**config.mk**
```make
export PLATFORM = sky130hd
export DESIGN_NAME = wrr_burst_arbiter_flat
export DESIGN_NICKNAME = d
export VERILOG_FILES = /design/src/rtl/wrr_burst_arbiter_if.sv /design/src/rtl/wrr_burst_arbiter.sv /design/src/flat_wrapper.sv
export SDC_FILE = /design/constraint.sdc
export NUM_CORES = 1
export LEC_CHECK = 0
export BUFFER_PORTS_ARGS = -buffer_cell sky130_fd_sc_hd__buf_2
export CAP_MARGIN = 20
export CELL_PAD_IN_SITES_DETAIL_PLACEMENT = 0
export CELL_PAD_IN_SITES_GLOBAL_PLACEMENT = 1
export CORE_ASPECT_RATIO = 0.7
export CORE_MARGIN = 1
export CORE_UTILIZATION = 35
export DETAILED_ROUTE_END_ITERATION = 16
export PLACE_DENSITY = 0.75
export SKIP_CTS_REPAIR_TIMING = 1
export SLEW_MARGIN = 10
export SYNTH_ARGS = -nofsm -noshare
export SYNTH_HDL_FRONTEND = slang
export SYNTH_SLANG_ARGS = --single-unit
```
**constraint.sdc**
```tcl
create_clock -name clk -period 2.6 [get_ports clk]
set_input_delay 0.26 -clock clk [delete_from_list [all_inputs] [get_ports clk]]
set_output_delay 0.26 -clock clk [all_outputs]
set_load 0.01 [all_outputs]
```
**src/rtl/wrr_burst_arbiter_if.sv**
```systemverilog
// Bus between requesters and the weighted round-robin burst arbiter.
// Handshake: a tenure starts when grant_valid rises and ends at the first cycle where done=1 while grant_valid=1.
interface wrr_burst_arbiter_if #(
    parameter int PORTS        = 4,
    parameter int WEIGHT_WIDTH = 4
);
    localparam int IW = $clog2(PORTS);

    logic [PORTS-1:0]              request;
    logic                          done;
    logic [PORTS*WEIGHT_WIDTH-1:0] weight;
    logic [PORTS-1:0]              grant;
    logic                          grant_valid;
    logic [IW-1:0]                 grant_encoded;
    logic [WEIGHT_WIDTH-1:0]       burst_count;
    logic                          fsm_busy;

    modport master (
        output request, done, weight,
        input  grant, grant_valid, grant_encoded, burst_count, fsm_busy
    );

    modport slave (
        input  request, done, weight,
        output grant, grant_valid, grant_encoded, burst_count, fsm_busy
    );
endinterface

```
**src/rtl/wrr_burst_arbiter.sv**
```systemverilog
// Weighted round-robin arbiter: a port keeps the grant for up to max(weight,1)
// completed transactions, then the grant rotates with zero-bubble handoff.
module wrr_burst_arbiter #(
    parameter int PORTS        = 4,
    parameter int WEIGHT_WIDTH = 4
) (
    input  logic               clk,
    input  logic               rst,
    wrr_burst_arbiter_if.slave bus
);
    localparam int IW = $clog2(PORTS);
    localparam logic [IW:0]        PORTS_W = (IW+1)'(PORTS);
    localparam logic [PORTS-1:0]   ONE_HOT0 = PORTS'(1);

    typedef enum logic {IDLE = 1'b0, BUSY = 1'b1} state_t;

    state_t                  state_q;
    logic [PORTS-1:0]        grant_q;
    logic [IW-1:0]           enc_q;
    logic [IW-1:0]           ptr_q;
    logic [WEIGHT_WIDTH-1:0] cnt_q;

    logic [WEIGHT_WIDTH-1:0] w_arr [PORTS];
    logic [IW-1:0]           base;
    logic [IW:0]             cand;
    logic                    found;
    logic [IW-1:0]           next_idx;
    logic [PORTS-1:0]        grant_next;
    logic [WEIGHT_WIDTH:0]   eff_w;
    logic [WEIGHT_WIDTH:0]   cnt_next;
    logic                    keep;

    // Search starts one past the base and examines the base itself last;
    // while busy the base is the current owner, otherwise the saved pointer.
    always_comb begin
        for (int i = 0; i < PORTS; i++) begin
            w_arr[i] = bus.weight[i*WEIGHT_WIDTH +: WEIGHT_WIDTH];
        end
        base     = (state_q == BUSY) ? enc_q : ptr_q;
        cand     = '0;
        found    = 1'b0;
        next_idx = '0;
        for (int i = 1; i <= PORTS; i++) begin
            cand = {1'b0, base} + (IW+1)'(i);
            if (cand >= PORTS_W) begin
                cand = cand - PORTS_W;
            end
            if (!found && bus.request[cand[IW-1:0]]) begin
                found    = 1'b1;
                next_idx = cand[IW-1:0];
            end
        end
        grant_next = ONE_HOT0 << next_idx;
        // Compare one bit wider so a full-scale weight never wraps the count.
        eff_w    = (w_arr[enc_q] == '0) ? (WEIGHT_WIDTH+1)'(1) : {1'b0, w_arr[enc_q]};
        cnt_next = {1'b0, cnt_q} + (WEIGHT_WIDTH+1)'(1);
        keep     = bus.request[enc_q] && (cnt_next < eff_w);
    end

    always_ff @(posedge clk) begin
        if (!rst) begin
            state_q <= IDLE;
            grant_q <= '0;
            enc_q   <= '0;
            cnt_q   <= '0;
            ptr_q   <= IW'(PORTS-1);
        end else begin
            case (state_q)
                IDLE: begin
                    if (found) begin
                        state_q <= BUSY;
                        grant_q <= grant_next;
                        enc_q   <= next_idx;
                        cnt_q   <= '0;
                    end
                end
                BUSY: begin
                    if (bus.done) begin
                        if (keep) begin
                            cnt_q <= cnt_next[WEIGHT_WIDTH-1:0];
                        end else begin
                            ptr_q <= enc_q;
                            cnt_q <= '0;
                            if (found) begin
                                grant_q <= grant_next;
                                enc_q   <= next_idx;
                            end else begin
                                state_q <= IDLE;
                                grant_q <= '0;
                                enc_q   <= '0;
                            end
                        end
                    end
                end
                default: state_q <= IDLE;
            endcase
        end
    end

    assign bus.grant         = grant_q;
    assign bus.grant_valid   = (state_q == BUSY);
    assign bus.grant_encoded = enc_q;
    assign bus.burst_count   = cnt_q;
    assign bus.fsm_busy      = (state_q == BUSY);
endmodule

```
**src/flat_wrapper.sv**
```systemverilog
// flat-port wrapper written by rule: the top's interface ports become plain ports
module wrr_burst_arbiter_flat 
#(
    parameter int PORTS        = 4,
    parameter int WEIGHT_WIDTH = 4
)
  (clk, rst, bus_request, bus_done, bus_weight, bus_grant, bus_grant_valid, bus_grant_encoded, bus_burst_count, bus_fsm_busy);
  wrr_burst_arbiter_if #(.PORTS(PORTS), .WEIGHT_WIDTH(WEIGHT_WIDTH)) bus_i ();
  input  logic clk;
  input  logic rst;
  input wire logic [$bits(bus_i.request)-1:0] bus_request;
  input wire logic [$bits(bus_i.done)-1:0] bus_done;
  input wire logic [$bits(bus_i.weight)-1:0] bus_weight;
  output wire logic [$bits(bus_i.grant)-1:0] bus_grant;
  output wire logic [$bits(bus_i.grant_valid)-1:0] bus_grant_valid;
  output wire logic [$bits(bus_i.grant_encoded)-1:0] bus_grant_encoded;
  output wire logic [$bits(bus_i.burst_count)-1:0] bus_burst_count;
  output wire logic [$bits(bus_i.fsm_busy)-1:0] bus_fsm_busy;
  assign bus_i.request = bus_request;
  assign bus_i.done = bus_done;
  assign bus_i.weight = bus_weight;
  assign bus_grant = bus_i.grant;
  assign bus_grant_valid = bus_i.grant_valid;
  assign bus_grant_encoded = bus_i.grant_encoded;
  assign bus_burst_count = bus_i.burst_count;
  assign bus_fsm_busy = bus_i.fsm_busy;
  wrr_burst_arbiter #(.PORTS(PORTS), .WEIGHT_WIDTH(WEIGHT_WIDTH)) u_core (.clk(clk), .rst(rst), .bus(bus_i));
endmodule
```
* Yosys cells after proc, flatten, opt, wreduce, memory -nomap -nowiden
Cells that the tools add are included.
** Cells by class
- Reductions and logical operators :: 11
- Eq/ne operators :: 3
- Mux-type cells :: 45
- Add/sub/neg operators :: 9
- $lt $le $gt $ge :: 11
- Shift operators :: 1
- Bitwise logic cells :: 3
** Operator list (count)
- 4-bit 2-to-1 mux :: 10
- 2-bit 2-to-1 mux :: 13
- 4-bit one-hot mux with 2 select lines :: 2
- 3-bit >= comparator (second input constant) :: 5
- 2-bit by 3-bit < comparator with 1-bit output (second input constant) :: 5
- 1-bit 2-to-1 mux :: 12
- 1-bit binary-select mux with 2-bit select :: 5
- 4-bit binary-select mux with 2-bit select :: 1
- 2-bit by 1-bit subtractor with 2-bit output (second input constant) :: 4
- 2-bit by 2-bit adder with 3-bit output (second input constant) :: 2
- 3-bit AND reduction :: 2
- 4-bit by 1-bit adder with 5-bit output (second input constant) :: 1
- 5-bit < comparator :: 1
- 1-bit logical AND :: 4
- 4-bit zero test :: 1
- 2-bit != test (second input constant) :: 2
- 2-bit one-hot mux with 2 select lines :: 1
- 1-bit by 2-bit left shift with 4-bit output (first input constant) :: 1
- 2-bit by 1-bit adder with 3-bit output (second input constant) :: 1
- 2-bit by 3-bit adder with 3-bit output (second input constant) :: 1
- 1-bit zero test :: 3
- 2-bit inverter with 3-bit output :: 1
- 2-bit by 1-bit != test with 1-bit output (second input constant) :: 1
- 1-bit inverter :: 2
- 2 further kinds :: 2
** Storage, ports and cells
- Bits of input ports :: 23
- Logic and storage cells :: 88
- Register bits after elaboration :: 13

* Logic depth before layout (Yosys ltp)
- Depth in word-level cells :: 21
- Depth in mapped cells :: 9

* Worst setup path before layout
Ideal clock, no wire load.
- Path kind :: register -> register
- From :: register u_core.enc_q[0] (netlist: u_core.bus.grant_encoded[0])
- To :: register u_core.grant_q[3] (netlist: u_core.bus.grant[3])
- Library setup time :: 92 ps
- Slack :: 222 ps
- Path buffers :: 1
- Cell stages (with the launch flop) :: 10
- Data arrival time :: 2285 ps
- Data required time :: 2508 ps
- Path through :: dfxtp_1 > buf_6 > mux4_2 > inv_1 > ha_1 > nand3_1 > a211oi_2 > a21oi_2 > o21a_1 > o32ai_1
** Between the ends
- Word-level cells in the longest chain between the ends :: 21
- Elaborated cells between the ends (all ways) :: 58
- Classes of those cells :: add/sub (8); order compare (5); eq/ne (2); shift (1); mux (32); bitwise (1); reduce/logical (9)
** Ends and longest elaborated chain
- from (decl) :: line wrr_burst_arbiter.sv:19 : logic [IW-1:0] enc_q;
- from (signal assigned) :: line wrr_burst_arbiter.sv:73 : enc_q <= next_idx;
- from (signal assigned) :: line wrr_burst_arbiter.sv:86 : enc_q <= next_idx;
- 2-bit 2-to-1 mux :: line wrr_burst_arbiter.sv:39 : base = (state_q == BUSY) ? enc_q : ptr_q;
- 2-bit by 1-bit adder with 3-bit output :: line wrr_burst_arbiter.sv:44 : cand = {1'b0, base} + (IW+1)'(i);
- 3-bit >= comparator or 2-bit by 1-bit subtractor with 2-bit output (tied branches) :: line wrr_burst_arbiter.sv:45, wrr_burst_arbiter.sv:46
- 2-bit 2-to-1 mux :: line wrr_burst_arbiter.sv:45 : if (cand >= PORTS_W) begin
- 1-bit binary-select mux with 2-bit select :: line wrr_burst_arbiter.sv:48 : if (!found && bus.request[cand[IW-1:0]]) begin
- 1-bit 2-to-1 mux (implied by the code) :: line wrr_burst_arbiter.sv:48
- 1-bit 2-to-1 mux :: line wrr_burst_arbiter.sv:48
- 1-bit zero test :: line wrr_burst_arbiter.sv:48
- (+5 left out)
- 1-bit zero test :: line wrr_burst_arbiter.sv:48
- 1-bit logical AND :: line wrr_burst_arbiter.sv:48
- 2-bit 2-to-1 mux :: line wrr_burst_arbiter.sv:48
- 1-bit by 2-bit left shift with 4-bit output :: line wrr_burst_arbiter.sv:53 : grant_next = ONE_HOT0 << next_idx;
- 4-bit 2-to-1 mux :: line wrr_burst_arbiter.sv:84 : if (found) begin
- 4-bit 2-to-1 mux :: line wrr_burst_arbiter.sv:79 : if (keep) begin
- 4-bit 2-to-1 mux :: line wrr_burst_arbiter.sv:78 : if (bus.done) begin
- 4-bit one-hot mux with 2 select lines :: line wrr_burst_arbiter.sv:68 : case (state_q)
- to (signal assigned) :: line wrr_burst_arbiter.sv:72 : grant_q <= grant_next;
- to (signal assigned) :: line wrr_burst_arbiter.sv:85 : grant_q <= grant_next;
- to (decl) :: line wrr_burst_arbiter.sv:18 : logic [PORTS-1:0] grant_q;
Parallel ways exist; a longest one is shown, timed or not. The select of a mux whose other input is x is not followed.
A chain may end at the register's enable or synchronous reset.

* Worst setup path after layout
Same ends and word-level chain as after synthesis.

==> impl_metrics.yaml <==
global_route:
  grt_usage_pct: 17.2
  grt-ovfl-total: 0
  grtUsageMet2_pct: 31.4
  met3_usage_pct: 5.00
  grt_pass1_vias: 846
  antenna_found_initial: 0
  met1_usage_pct: 20.8
  grt_pass1_wl_mm: 3.84
  top_usage_layer: "met2"
  grt_start_max_net_pins: 11
yosys:
  synth_top_area_share_pct: 27.3
  netlist_top_cells_area: "dfxtp_1, mux4_2, inv_1"
  synth-seq-area-share_pct: 27.3
  synthMuxAreaShare_pct: 16.7
  yosysMostFrequentCell: "inv_1"
  synth_ff_type: "dfxtp_1"
  synth_compound_area_share_pct: 27.9
  syn-num-nets: 129
  synth_top_family_by_area: "compound AO/OA/AOI/OAI gates"
  syn_avg_cell_area_um2: 9.33
  synthXorXnorAreaFrac_pct: 1.84
  synth_cells: 102
  synth_area_um2: 952
  synth_largest_area_cell: "dfxtp_1"
  synth_edf_count: 0
  synth-simple-area-share_pct: 11.6
  ys_ff_latch: 13
  synth_commonest_cells: "inv_1, dfxtp_1, nand2_1"
  synthArstFlopShare_pct: 0
  synthAdderAreaFrac_pct: 5.26
  yosysUniqueCellTypes: 37
  yosysWarnings: 0
timing:
  period_needed_ns: 2.41
  hold_viol: 0
  fmax_mhz: 414
  maxSlewHeadroom_pct: 67.1
  finClkSkew_ns: 0.00216
  rsz0062_at_grt: "no"
  max_slew.worst_pin.slew_ns: 0.491
  fin_setup_tns_ns: 0
  setup_viol: 0
  post-route-period-util_pct: 92.9
  setup_ws_ns: 0.185
  finalMaxSlewViolations: 0
die:
  floorplan.initialDensity_pct: 37.9
  fp.coreArea_um2: 2510
  io_pins: 35
  dieArea_um2: 2940
  die_x_um: 64.3
  rows: 15
  fp.dieH_um: 45.6
clock_tree:
  cts_root_buf: "clkbuf_8"
  cts_buffers: 3
  cts.path.max_buffers: 2
  clk_pin_slew_ns: 0.06
  cts.sinks: 13
  clock_latency_ns: 0.24
  cts_tree: "built"
  htreeDepth: 1
power_and_ir_drop:
  swShare_pct: 32.0
  peakVddDrop_uv: 291
  p_leak_uw: 0.000547
  seqPwrFrac_pct: 37.2
  pwr-share-clk_pct: 29.4
  p_per_area_nw_per_um2: 514
  power_switching_uw: 202
  combPwrFrac_pct: 33.5
  total_power_uw: 630
  p_int_uw: 428
routing:
  via_per_inst: 5.34
  drt_wl_total_mm: 2.36
  drc_errors: 0
  postRouteAntennaNets: 0
  drtIter0Drc: 42
  wl_per_cell_um: 13.5
  first_pass_iters: 4
  vias: 934
placement:
  io_buffers: 34
  place_ws_ns: 0.0715
  place_hpwl_mm: 1.90
  globalplace.congestion: 0.840
layout:
  fill_cells: 253
  fin_nets: 169
  antenna_cells: 0
  area_growth_pct: 28.8
  drive_gt1_share_pct: 41.1
worst_setup_path:
  arrival_ns: 2.56
  path_max_fanout: 5
  critPathRequiredTime_ns: 2.75
  endpoint_kind: "flop"
  worstSetupStartpointType: "flop"
  worstSetupPathType: "reg -> reg"
min_path:
  hold_path_class: "in -> reg"
flow_run:
  drv_cap: 0
outcome:
  status: "finished, final reports clean"
==> power by group through the flow <==
stage / Clock [µW] / Combinational, µW / Sequential, µW
after detailed placement: 0 / 211 / 238
final: 185 / 211 / 234
after global placement: 0 / 209 / 237
after floorplan: 0 / 146 / 235
after CTS: 193 / 211 / 234
after global routing: 200 / 231 / 237
==> placed cells by master (no fill, tap or decap), types with 2 or more instances in the layout <==
master,instances
a211oi_1,2
a211oi_2,2
a21o_1,2
a21oi_1,3
a22oi_1,2
buf_2,34
buf_4,6
clkbuf_8,3
dfxtp_1,12
ha_1,4
inv_1,16
mux2_2,2
mux2i_1,2
mux4_2,4
nand2_1,6
nand3_1,5
nor2b_1,3
o211ai_1,3
o21a_1,2
o21ai_0,5
o311ai_1,2
o32ai_1,5
==> worst max-delay path, cell delays in order, from the launching register on <==
cell and delay, ns:
dfxtp_2 0.40, mux4_2 0.54, inv_1 0.07, ha_1 0.15, a21oi_1 0.08, o211ai_1 0.42, a21oi_2 0.11, o21a_1 0.25
o32ai_1 0.30
==> cell families after synthesis <==
group	Yosys count
AO/OA/AOI/OAI	33
buffers and inverters	21
AND/OR/NAND/NOR	20
flip-flops	13
multiplexers	9
adder cells (fa/ha/maj)	4
XOR/XNOR	2
==> state kept, by name, summed over array words and instances, names as in the netlist <==
signal / cells
u_core.bus.fsm_busy: 1
u_core.bus.grant_encoded: 2
u_core.ptr_q: 2
u_core.bus.grant: 4
u_core.bus.burst_count: 4
==> path summary, 6_finish.rpt <==
check	from	to	slack [ns]	cells past startpoint
max	u_core.bus.grant_encoded[0]	u_core.bus.grant[3]	0.19	8
min	rst	u_core.ptr_q[0]	0.29	2
max reg2reg	u_core.bus.grant_encoded[0]	u_core.bus.grant[3]	0.19	8
min reg2reg	u_core.bus.grant[0]	u_core.bus.grant[0]	0.46	2
==> layer usage <==
metal	vias to the layer above	routed length, µm
met2	17	1160
li1	460	-
met4	0	8
met5	-	0
met1	455	1090
met3	2	96
==> final cells by class <==
| type | instances | area [µm²] | share of cell area (%) |
|---|---|---|---|
| multi-input cells | 68 | 602 | 49.1 |
| clock buffers | 4 | 45.0 | 3.67 |
| well taps | 34 | 42.5 | 3.47 |
| flip-flops and latches | 13 | 262 | 21.3 |
| inverters | 16 | 60.1 | 4.90 |
| repair buffers | 40 | 215 | 17.6 |
==> through the flow <==
stage                     util, %  hold slack, ns  cell area, µm²  instances
after floorplan                 -           0.472             952        102
after global placement       46.9           0.439            1180        171
after detailed placement     46.9           0.454            1180        171
after CTS                    48.7           0.283            1220        175
after global routing         48.8           0.311            1230        175
final                        48.8           0.293            1230        175
Note: power is estimated with default switching activity, not from simulation.
